--- src/rtl/relu_maxpool2x2.sv ---
// Streaming ReLU + 2x2/stride-2 max-pool with a half-row line buffer.
// Optional ReLU clamp enabled by defining RELU_EN.
module relu_maxpool2x2 #(
  parameter int IMG_W  = 28,
  parameter int IMG_H  = 28,
  parameter int DATA_W = 16
) (
  input  logic              clk,
  input  logic              rst,
  input  logic              in_valid,
  output logic              in_ready,
  input  logic              in_sof,
  input  logic [DATA_W-1:0] in_data,
  output logic              out_valid,
  input  logic              out_ready,
  output logic [DATA_W-1:0] out_data,
  output logic              out_last,
  output logic              frame_err
);

  localparam int CW = $clog2(IMG_W);
  localparam int RW = $clog2(IMG_H);

  logic [CW-1:0] col, ecol;
  logic [RW-1:0] row, erow;
  logic          acc, at_org, col_end, row_end, done;

  logic signed [DATA_W-1:0] v, h_reg, p, m, lb;
  logic signed [DATA_W-1:0] lbuf [IMG_W/2];

  assign in_ready = !out_valid || out_ready;
  assign acc      = in_valid && in_ready;
  assign at_org   = (row == '0) && (col == '0);

  // SOF forces the beat to the frame origin
  assign ecol    = in_sof ? '0 : col;
  assign erow    = in_sof ? '0 : row;
  assign col_end = ecol == CW'(IMG_W - 1);
  assign row_end = erow == RW'(IMG_H - 1);

`ifdef RELU_EN
  assign v = in_data[DATA_W-1] ? '0 : $signed(in_data);
`else
  assign v = $signed(in_data);
`endif

  assign lb   = lbuf[ecol[CW-1:1]];
  assign p    = (v > h_reg) ? v : h_reg;
  assign m    = (lb > p) ? lb : p;
  assign done = acc && ecol[0] && erow[0];

  always_ff @(posedge clk or posedge rst) begin
    if (rst) begin
      col       <= '0;
      row       <= '0;
      h_reg     <= '0;
      out_valid <= 1'b0;
      out_data  <= '0;
      out_last  <= 1'b0;
      frame_err <= 1'b0;
    end else begin
      if (acc) begin
        if (col_end) begin
          col <= '0;
          row <= row_end ? '0 : erow + RW'(1);
        end else begin
          col <= ecol + CW'(1);
          row <= erow;
        end
        if (!ecol[0]) h_reg <= v;
        if (in_sof && !at_org) frame_err <= 1'b1;
      end
      if (done) begin
        out_valid <= 1'b1;
        out_data  <= m;
        out_last  <= row_end && col_end;
      end else if (out_ready) begin
        out_valid <= 1'b0;
        out_last  <= 1'b0;
      end
    end
  end

  // line buffer needs no reset: every entry is written on an even row first
  always_ff @(posedge clk) begin
    if (acc && ecol[0] && !erow[0]) lbuf[ecol[CW-1:1]] <= p;
  end

endmodule

--- config.mk ---
export PLATFORM = sky130hd
export DESIGN_NAME = relu_maxpool2x2
export DESIGN_NICKNAME = d
export VERILOG_FILES = /design/src/rtl/relu_maxpool2x2.sv
export SDC_FILE = /design/constraint.sdc
export NUM_CORES = 1
export LEC_CHECK = 0
export ABC_AREA = 1
export ABC_CLOCK_PERIOD_IN_PS = 4000
export CORE_MARGIN = 2
export CORE_UTILIZATION = 29
export DETAILED_ROUTE_END_ITERATION = 8
export DONT_BUFFER_PORTS = 1
export PLACE_DENSITY_LB_ADDON = 0.1
export SLEW_MARGIN = 20
export SYNTH_ARGS = -nofsm -noshare
export SYNTH_HDL_FRONTEND = slang
export SYNTH_SLANG_ARGS = --single-unit
--- constraint.sdc ---
create_clock -name clk -period 4 [get_ports clk]
set_input_delay 0.8 -clock clk [delete_from_list [all_inputs] [get_ports clk]]
set_output_delay 0.8 -clock clk [all_outputs]
set_load 0.1 [all_outputs]
; Yosys cells after proc, flatten, opt, wreduce, memory -nomap -nowiden
; Memory sizes are Yosys's and may differ from the RTL's.
; Cells that the tools add are included.
[totals]
ff_bits = 45
ram_bits = 224
elab_cells = 43
n_memories = 1
[mem_list]
columns = memory, depth, width, read_ports, rd_clocked_by_memory_dff, write_ports, line
row1 = lbuf, 14, 16, 1, 0, 1, 29  ; logic signed [DATA_W-1:0] lbuf [IMG_W/2];
[op_classes]
n_addsub = 2
n_lt_le_gt_ge = 2
n_eq_ne = 2
mux = 12
n_bitwise = 1
reduce_logical = 16
[ops]
columns = cell, count
row1 = $gt A16 B16 Y1, 2
row2 = $mux W16, 2
row3 = $mux W5, 5
row4 = $add A5 B1 Y5 const B, 2
row5 = $eq A5 B5 Y1 const B, 2
row6 = $logic_not A5 Y1, 2
row7 = $logic_and A1 B1 Y1, 7
row8 = $mux W1, 5
row9 = $reduce_and A2 Y1, 2
row10 = $logic_not A1 Y1, 3
row11 = $reduce_bool A2 Y1, 1
row12 = $logic_or A1 B1 Y1, 1
row13 = $not A1 Y1, 1

; Longest topological paths before layout
; Gate-level depths: netlist of the first run.
[logic_depth]
word_depth = 7
mapped_depth = 31
depth_no_buf = 29

; Least setup slack after synthesis of the first run
; No wires, ideal clock.
[synth_timing]
path_kind = input to register
startpoint = in in_data[7]
endpoint = reg out_data[10]
t_arrival_ns = 3.874
slack_ns = 0.006
path_stages = 23
path_buffers = 2
cell_sequence = ha_1 -> nand2_1 -> inv_1 -> a21oi_1 -> nand3_1 -> nand2_1 -> nand3_1 -> nand3_1 -> buf_2 -> nand2_1 -> nand2_1 -> inv_1 -> ha_1 -> nand2_1 -> nor3_1 -> nand2_1 -> nand2_1 -> nand2_1 -> nand3_1 -> clkbuf_1 -> nand3_1 -> nand2_1 -> nand2_1
[synth_via]
elab_chain_len = 4
[synth_lines]
columns = element, line
row1 = "start, declared", 13  ; input logic [DATA_W-1:0] in_data,
row2 = $gt A16 B16 Y1, 48  ; assign p = (v > h_reg) ? v : h_reg;
row3 = $mux W16, 48
row4 = net p[15], 28  ; logic signed [DATA_W-1:0] v, h_reg, p, m, lb;
row5 = $gt A16 B16 Y1, 49  ; assign m = (lb > p) ? lb : p;
row6 = $mux W16, 49
row7 = "end signal, assigned", 75  ; out_data <= m;
row8 = "end, declared", 16  ; output logic [DATA_W-1:0] out_data,
; The timed path passes the listed nets, and every way through them passes these cells.
; A chain may end at the register's enable or synchronous reset.

; Worst setup path in the final report of the first run
[layout_timing]
startpoint = reg h_reg[7]
endpoint = reg out_data[13]
[layout_via]
elab_chain_len = 4
[layout_lines]
columns = element, line
row1 = "start, declared", 28
row2 = "start signal, assigned", 70  ; if (!ecol[0]) h_reg <= v;
row3 = $gt A16 B16 Y1, 48
row4 = $mux W16, 48
row5 = net p[10], 28
row6 = $gt A16 B16 Y1, 49
row7 = $mux W16, 49
; The timed path passes the listed nets, and every way through them passes these cells.

==> qor.csv, run 1 <==
stage,metric,value,unit
outcome,status,finished clean,
setup_path,CP Class,flip-flop to flip-flop,
global_routing,grt peak-use layer,met2,
pwr,Leak,5.53,nW
setup_path,R2R Setup Slk,0.42,ns
timing,max-slew violation count,0,
routing,WL final,33.1,mm
yosys,syn avg cell area,10.5,um^2
pwr,VDD IR-drop max,0.330,mV
die,I/O pins,41,
yosys,Post-synth top flop,edfxtp_1,
timing,final worst slack,0.424,ns
setup_path,Critical Path AT,3.98,ns
die,row count,74,
timing,Slew headroom,34.7,%
clocking,clock slew at reported path FFs,0.05,ns
clocking,post-CTS sizing,0,
setup_path,CP Capture Type,flip-flop,
setup_path,Reg2Reg Depth,26,
clocking,Root Buffer,clkbuf_16,
yosys,Mapped Cells,1134,
clocking,TritonCTS clock tree,done,
finish,# nets final,1249,
yosys,Syn Nets,1189,
finish,Final Util,34.5,%
yosys,number of synthesis warnings,0,
global_routing,grt met2 use,26.5,%
global_routing,largest net degree at the start of global routing,46,
setup_path,CP bufs+invs,6,
yosys,register area share after synthesis,66.3,%
setup_path,worst flop-to-flop path endpoint,out_data[13],
routing,first-pass detailed-route iteration total,5,
timing,unrepaired setup endpoints after global routing,no,
finish,post-route insts no fill,1747,
die,Initial Util,29.2,%
finish,layout cell share with drive strength beyond 1,10.9,%
pwr,pwr dens,599,nW/um^2
timing,setup violators final,0,
timing,crit share post-route,89.4,%
global_routing,Tot GR Track Use,15.9,%
routing,DR DRC count,0,
finish,flip-flop count of the largest register after layout,224,
placement,Final Wtd Congestion,0.824,
yosys,Async SR Flop Fraction,16.7,%
finish,"most common cell after layout, fill and taps aside",nand2_1,
timing,setup TNS,0,ns
yosys,Seq cells post-synth,269,
setup_path,Worst path slowest cell,dfrtp_1,
routing,WL per Instance,18.9,um
finish,ant diodes,0,
clocking,# Post-CTS Setup Buffers,0,
routing,DRT antenna net count,0,
finish,"commonest cells after routing, fill and taps aside","nand2_1 (388), edfxtp_1 (224), nor2_1 (98)",
timing,Max Freq,280,MHz
clocking,clock buffer depth,3,
global_routing,initial antenna violation count,0,
global_routing,vias in the first global route,7974,
run,Max Cap Viol,0,
yosys,Unique masters post-synth,29,
clocking,clock sink count,269,
die,Die ar.,42500,um^2
setup_path,CP dominant cell by count,nand2_1,
finish,Layout fillers,4111,
finish,synth-to-layout area growth,18.1,%
timing,worst clock skew,0.0191,ns
clocking,CTS buffer count,34,
die,die extent in y,206,um
clocking,clock latency on the worst-skew pair,0.52,ns
global_routing,GRT Residual Overflow,0,
setup_path,CP Data Required Time,4.40,ns
yosys,"EDFF count, synth",224,
die,Core Area,40600,um^2
timing,"Hold Violations, Final",0,
setup_path,Worst path max stage delay,0.38,ns
setup_path,FF-to-FF Start,h_reg[7],
global_routing,global-route wire length before repair,50.2,mm
clocking,number of buffers inserted by hold repair at cts,0,
timing,worst slew pin tran,0.979,ns
die,die width,206,um
yosys,Post-Syn Area,11900,um^2
placement,placed insts,1690,
routing,routed via count,8071,
routing,vias per std cell,4.62,
placement,I/O Buffers,0,
setup_path,CP max FO,13,
timing,fin crit period,3.58,ns
placement,Setup WS pre-CTS,0.0383,ns
global_routing,met1 Resource Use GR,21.8,%
clocking,H-tree lvl count,2,
setup_path,Critical Path Source Type,flip-flop,
worst_hold_path,worst min-delay path class,primary input to async pin,
global_routing,met3 Use GR,2.43,%
routing,1st-iter DRT viols,459,
setup_path,Crit path max-delay family,simple AND/OR/NAND/NOR gates,
placement,Final HPWL DP,22.0,mm
[metrics by stage]
stage,power (mW),hold WS [ns],instance area (um^2)
2_1_floorplan,4.88,0.479,11900
3_3_place_gp,5.57,0.525,12900
3_5_place_dp,5.57,0.539,12900
4_1_cts,8.53,0.418,14000
5_1_grt,8.84,0.372,14000
6_report,8.39,0.315,14000
[cells in the mapped netlist (3+ instances only)]
library cell  count  area (um^2)
nor2_1          108          405
buf_1             3         11.3
o21ai_0          24          120
nand3_1          32          160
a21oi_1          47          235
nor3_1            7         35.0
ha_1             34          425
buf_6             3         33.8
clkbuf_1         17         63.8
dfrtp_1          45         1130
inv_1            89          334
o22ai_1           6         37.5
buf_2            14         70.1
nand2_1         389         1460
nor2_2            5         31.3
nand4_1          67          419
buf_4             4         30.0
edfxtp_1        224         6730
[logic make-up (layout without fill, tap and decap cells)]
family,Yosys count,count (layout),share of synthesized area [%]
DFF,269,269,66.3
xor gates and xnor gates,2,2,0.148
AOI/OAI and AO/OA,84,84,3.79
buffers and inverters,132,213,4.64
and+or+nand+nor,613,613,21.6
adders and majority gates,34,34,3.59
[where the power goes]
group	internal, mW	switching (mW)
Clock	1.78	1.14
Combinational	0.516	1.08
Sequential	3.36	0.512
Total	5.65	2.73
[area by class of cell]
class                   instances  area, um^2  area share, %
flip-flops and latches        269        7850           56.1
multi-input cells             733        3510           25.1
clock buffers                  45         945           6.75
well taps                     532         666           4.76
repair buffers                 65         576           4.11
inverters                      91         343           2.45
clock inverters                12         108          0.769
[routing by layer]
| layer | wire, um | share of wire [%] |
|---|---|---|
| met3 | 1070 | 3.2 |
| met5 | 0 | 0 |
| met2 | 15800 | 48 |
| met1 | 15600 | 47 |
| met4 | 581 | 1.8 |
[worst max-delay path by stage]
stage / start / endpoint / slack (ns) / cells after the start
4_1_cts: h_reg[7] / out_data[13] / 0.37 / 24
3_5_place_dp: in_data[7] / out_data[13] / 0.04 / 23
3_3_place_gp: in_data[11] / out_data[13] / 0.1 / 22
5_1_grt: h_reg[7] / out_data[8] / 0.08 / 26
2_1_floorplan: in_data[7] / out_data[10] / 0.006 / 23
6_report: h_reg[7] / out_data[13] / 0.42 / 26
(Power assumes the default switching activity.)
==> inputs of run 2 (changes only) <==
Settings changed: CORE_MARGIN 2 to 1.
==> qor.csv, run 2 (same netlist as run 1, synthesis figures left out) <==
stage,metric,value,unit
outcome,status,finished clean,
routing,vias per std cell,4.62,
clocking,clock slew at reported path FFs,0.06,ns
placement,I/O Buffers,0,
finish,"commonest cells after routing, fill and taps aside","nand2_1 (386), edfxtp_1 (224), nor2_1 (98)",
finish,Finished Cell Area,13900,um^2
pwr,switching power,2.68,mW
timing,Slew headroom,36.1,%
global_routing,global-route wire length before repair,50.3,mm
clocking,clock buffer depth,3,
clocking,# Post-CTS Setup Buffers,0,
die,row count,73,
placement,Final HPWL DP,20.5,mm
die,I/O pins,41,
timing,setup violators final,0,
timing,max-slew violation count,0,
routing,DRT antenna net count,0,
timing,worst slew pin tran,0.958,ns
setup_path,CP max FO,32,
finish,synth-to-layout area growth,17.1,%
global_routing,vias in the first global route,8211,
setup_path,CP Capture Type,flip-flop,
global_routing,GRT Residual Overflow,0,
die,Die ar.,41700,um^2
routing,WL final,32.2,mm
finish,# nets final,1237,
global_routing,largest net degree at the start of global routing,50,
placement,Final Wtd Congestion,0.771,
placement,"Cell Area, Placed",12900,um^2
finish,post-route insts no fill,1727,
timing,crit share post-route,89.7,%
clocking,TritonCTS clock tree,done,
pwr,Switching Share,32.4,%
clocking,clock sink count,269,
setup_path,Critical Path AT,4.04,ns
pwr,Clock Power Share,34.2,%
pwr,internal power,5.59,mW
setup_path,CP Class,flip-flop to flip-flop,
finish,layout cell share with drive strength beyond 1,10.7,%
pwr,pwr dens,596,nW/um^2
run,Max Cap Viol,0,
finish,"most common cell after layout, fill and taps aside",nand2_1,
placement,placed insts,1675,
clocking,CTS buffer count,30,
clocking,clock latency on the worst-skew pair,0.56,ns
finish,flip-flop count of the largest register after layout,224,
setup_path,FF-to-FF Start,h_reg[7],
timing,worst clock skew,0.00880,ns
setup_path,launch point of the critical path,h_reg[7],
pwr,Reg power frac,46.8,%
clocking,Root Buffer,clkbuf_16,
routing,DR DRC count,0,
pwr,VDD IR-drop max,0.361,mV
global_routing,Tot GR Track Use,16.0,%
timing,fin crit period,3.59,ns
global_routing,initial antenna violation count,0,
finish,Layout fillers,4074,
clocking,H-tree lvl count,1,
timing,setup TNS,0,ns
die,Initial Util,29.6,%
pwr,Leak,5.48,nW
die,Core Area,40000,um^2
routing,WL per Instance,18.7,um
timing,"Hold Violations, Final",0,
setup_path,CP Data Required Time,4.45,ns
die,die extent in y,204,um
timing,Max Freq,279,MHz
finish,ant diodes,0,
die,die width,204,um
routing,first-pass detailed-route iteration total,4,
pwr,Logic pwr share,19.1,%
routing,routed via count,7982,
setup_path,Critical Path Source Type,flip-flop,
routing,1st-iter DRT viols,381,
worst_hold_path,worst min-delay path class,primary input to async pin,
==> run 2: cell types whose count changed in the layout (fill, tap and decap cells not counted), moves of 3 or more <==
cell	change
bufinv_16	+3
buf_4	-9
clkbuf_16	-5
clkbuf_1	-3
clkinv_2	+3
==> run 2: layer usage <==
layer / routed length (um) / GRT usage, % / part of all wire, % / vias to the layer above
li1: - / - / - / 3954
met1: 15600 / 22.4 / 49 / 3891
met2: 15000 / 26.3 / 47 / 92
met3: 852 / 1.99 / 2.6 / 45
met4: 698 / 3.52 / 2.2 / 0
met5: 0 / 0 / 0 / -
==> run 2: per-stage QoR <==
stage | power, mW | util, % | hold slack (ns) | setup WS [ns]
3_3_place_gp | 5.55 | 32.1 | 0.534 | -0.0471
3_5_place_dp | 5.53 | 32.1 | 0.537 | -0.0895
5_1_grt | 8.71 | 34.7 | 0.318 | -0.0179
2_1_floorplan | 4.88 | - | 0.479 | 0.00612
6_report | 8.27 | 34.7 | 0.252 | 0.412
4_1_cts | 8.39 | 34.6 | 0.271 | 0.254
==> run 2: worst paths after layout <==
kind                                     to  slack [ns]  cells after the start
worst max-delay path            out_data[5]        0.41                     26
worst min-delay path               h_reg[6]        0.25                      1
worst max register to register  out_data[5]        0.41                     26
worst min register to register     h_reg[2]        0.54                      2
max in group asynchronous            col[2]        3.05                      2
min in group clk                  h_reg[14]        0.39                      2
==> run 2: power groups by stage <==
stage | logic (mW) | registers [mW] | clock network (mW)
floorplan | 0.984 | 3.89 | 0
CTS | 1.61 | 3.87 | 2.91
global placement | 1.61 | 3.94 | 0
global route | 1.83 | 3.88 | 3.01
detailed placement | 1.60 | 3.93 | 0
finish | 1.58 | 3.87 | 2.82
==> run 2: final cells by class <==
cell class | instances | area, um^2 | area share, %
clock inverter | 16 | 201 | 1.45
timing repair buffer | 57 | 510 | 3.68
multi-input combinational | 733 | 3530 | 25.4
sequential | 269 | 7850 | 56.6
inverter | 91 | 342 | 2.46
clock buffer | 36 | 795 | 5.72
tap | 525 | 657 | 4.73
==> run 2: critical path, cell delays in order (launching register included) <==
cell     delay (ns)
dfrtp_1        0.36
inv_1          0.06
ha_1           0.31
nand2_2        0.10
inv_1          0.04
a21oi_1        0.18
nand3_2        0.14
nand2_2        0.10
nand3_2        0.12
nand3_1        0.17
buf_6          0.16
nand2_1        0.07
nand2_1        0.11
inv_1          0.06
ha_1           0.29
nand2_1        0.06
inv_1          0.06
nand3_1        0.08
nor3_1         0.22
nand2_1        0.11
nand3_1        0.08
nand3_1        0.12
buf_12         0.19
nor2_1         0.10
nor2_1         0.05
nand2_1        0.07
nand2_1        0.05
==> run 2: timing repair <==
item	CTS	global route
resized for setup	0	10
hold buffers	0	0
endpoints found under the setup margin	0	16
==> inputs of run 3 (changes only) <==
Settings changed: CAP_MARGIN set to 20.
==> results of run 3 <==
Final layout, timing and power as in run 2 (identical DEF).
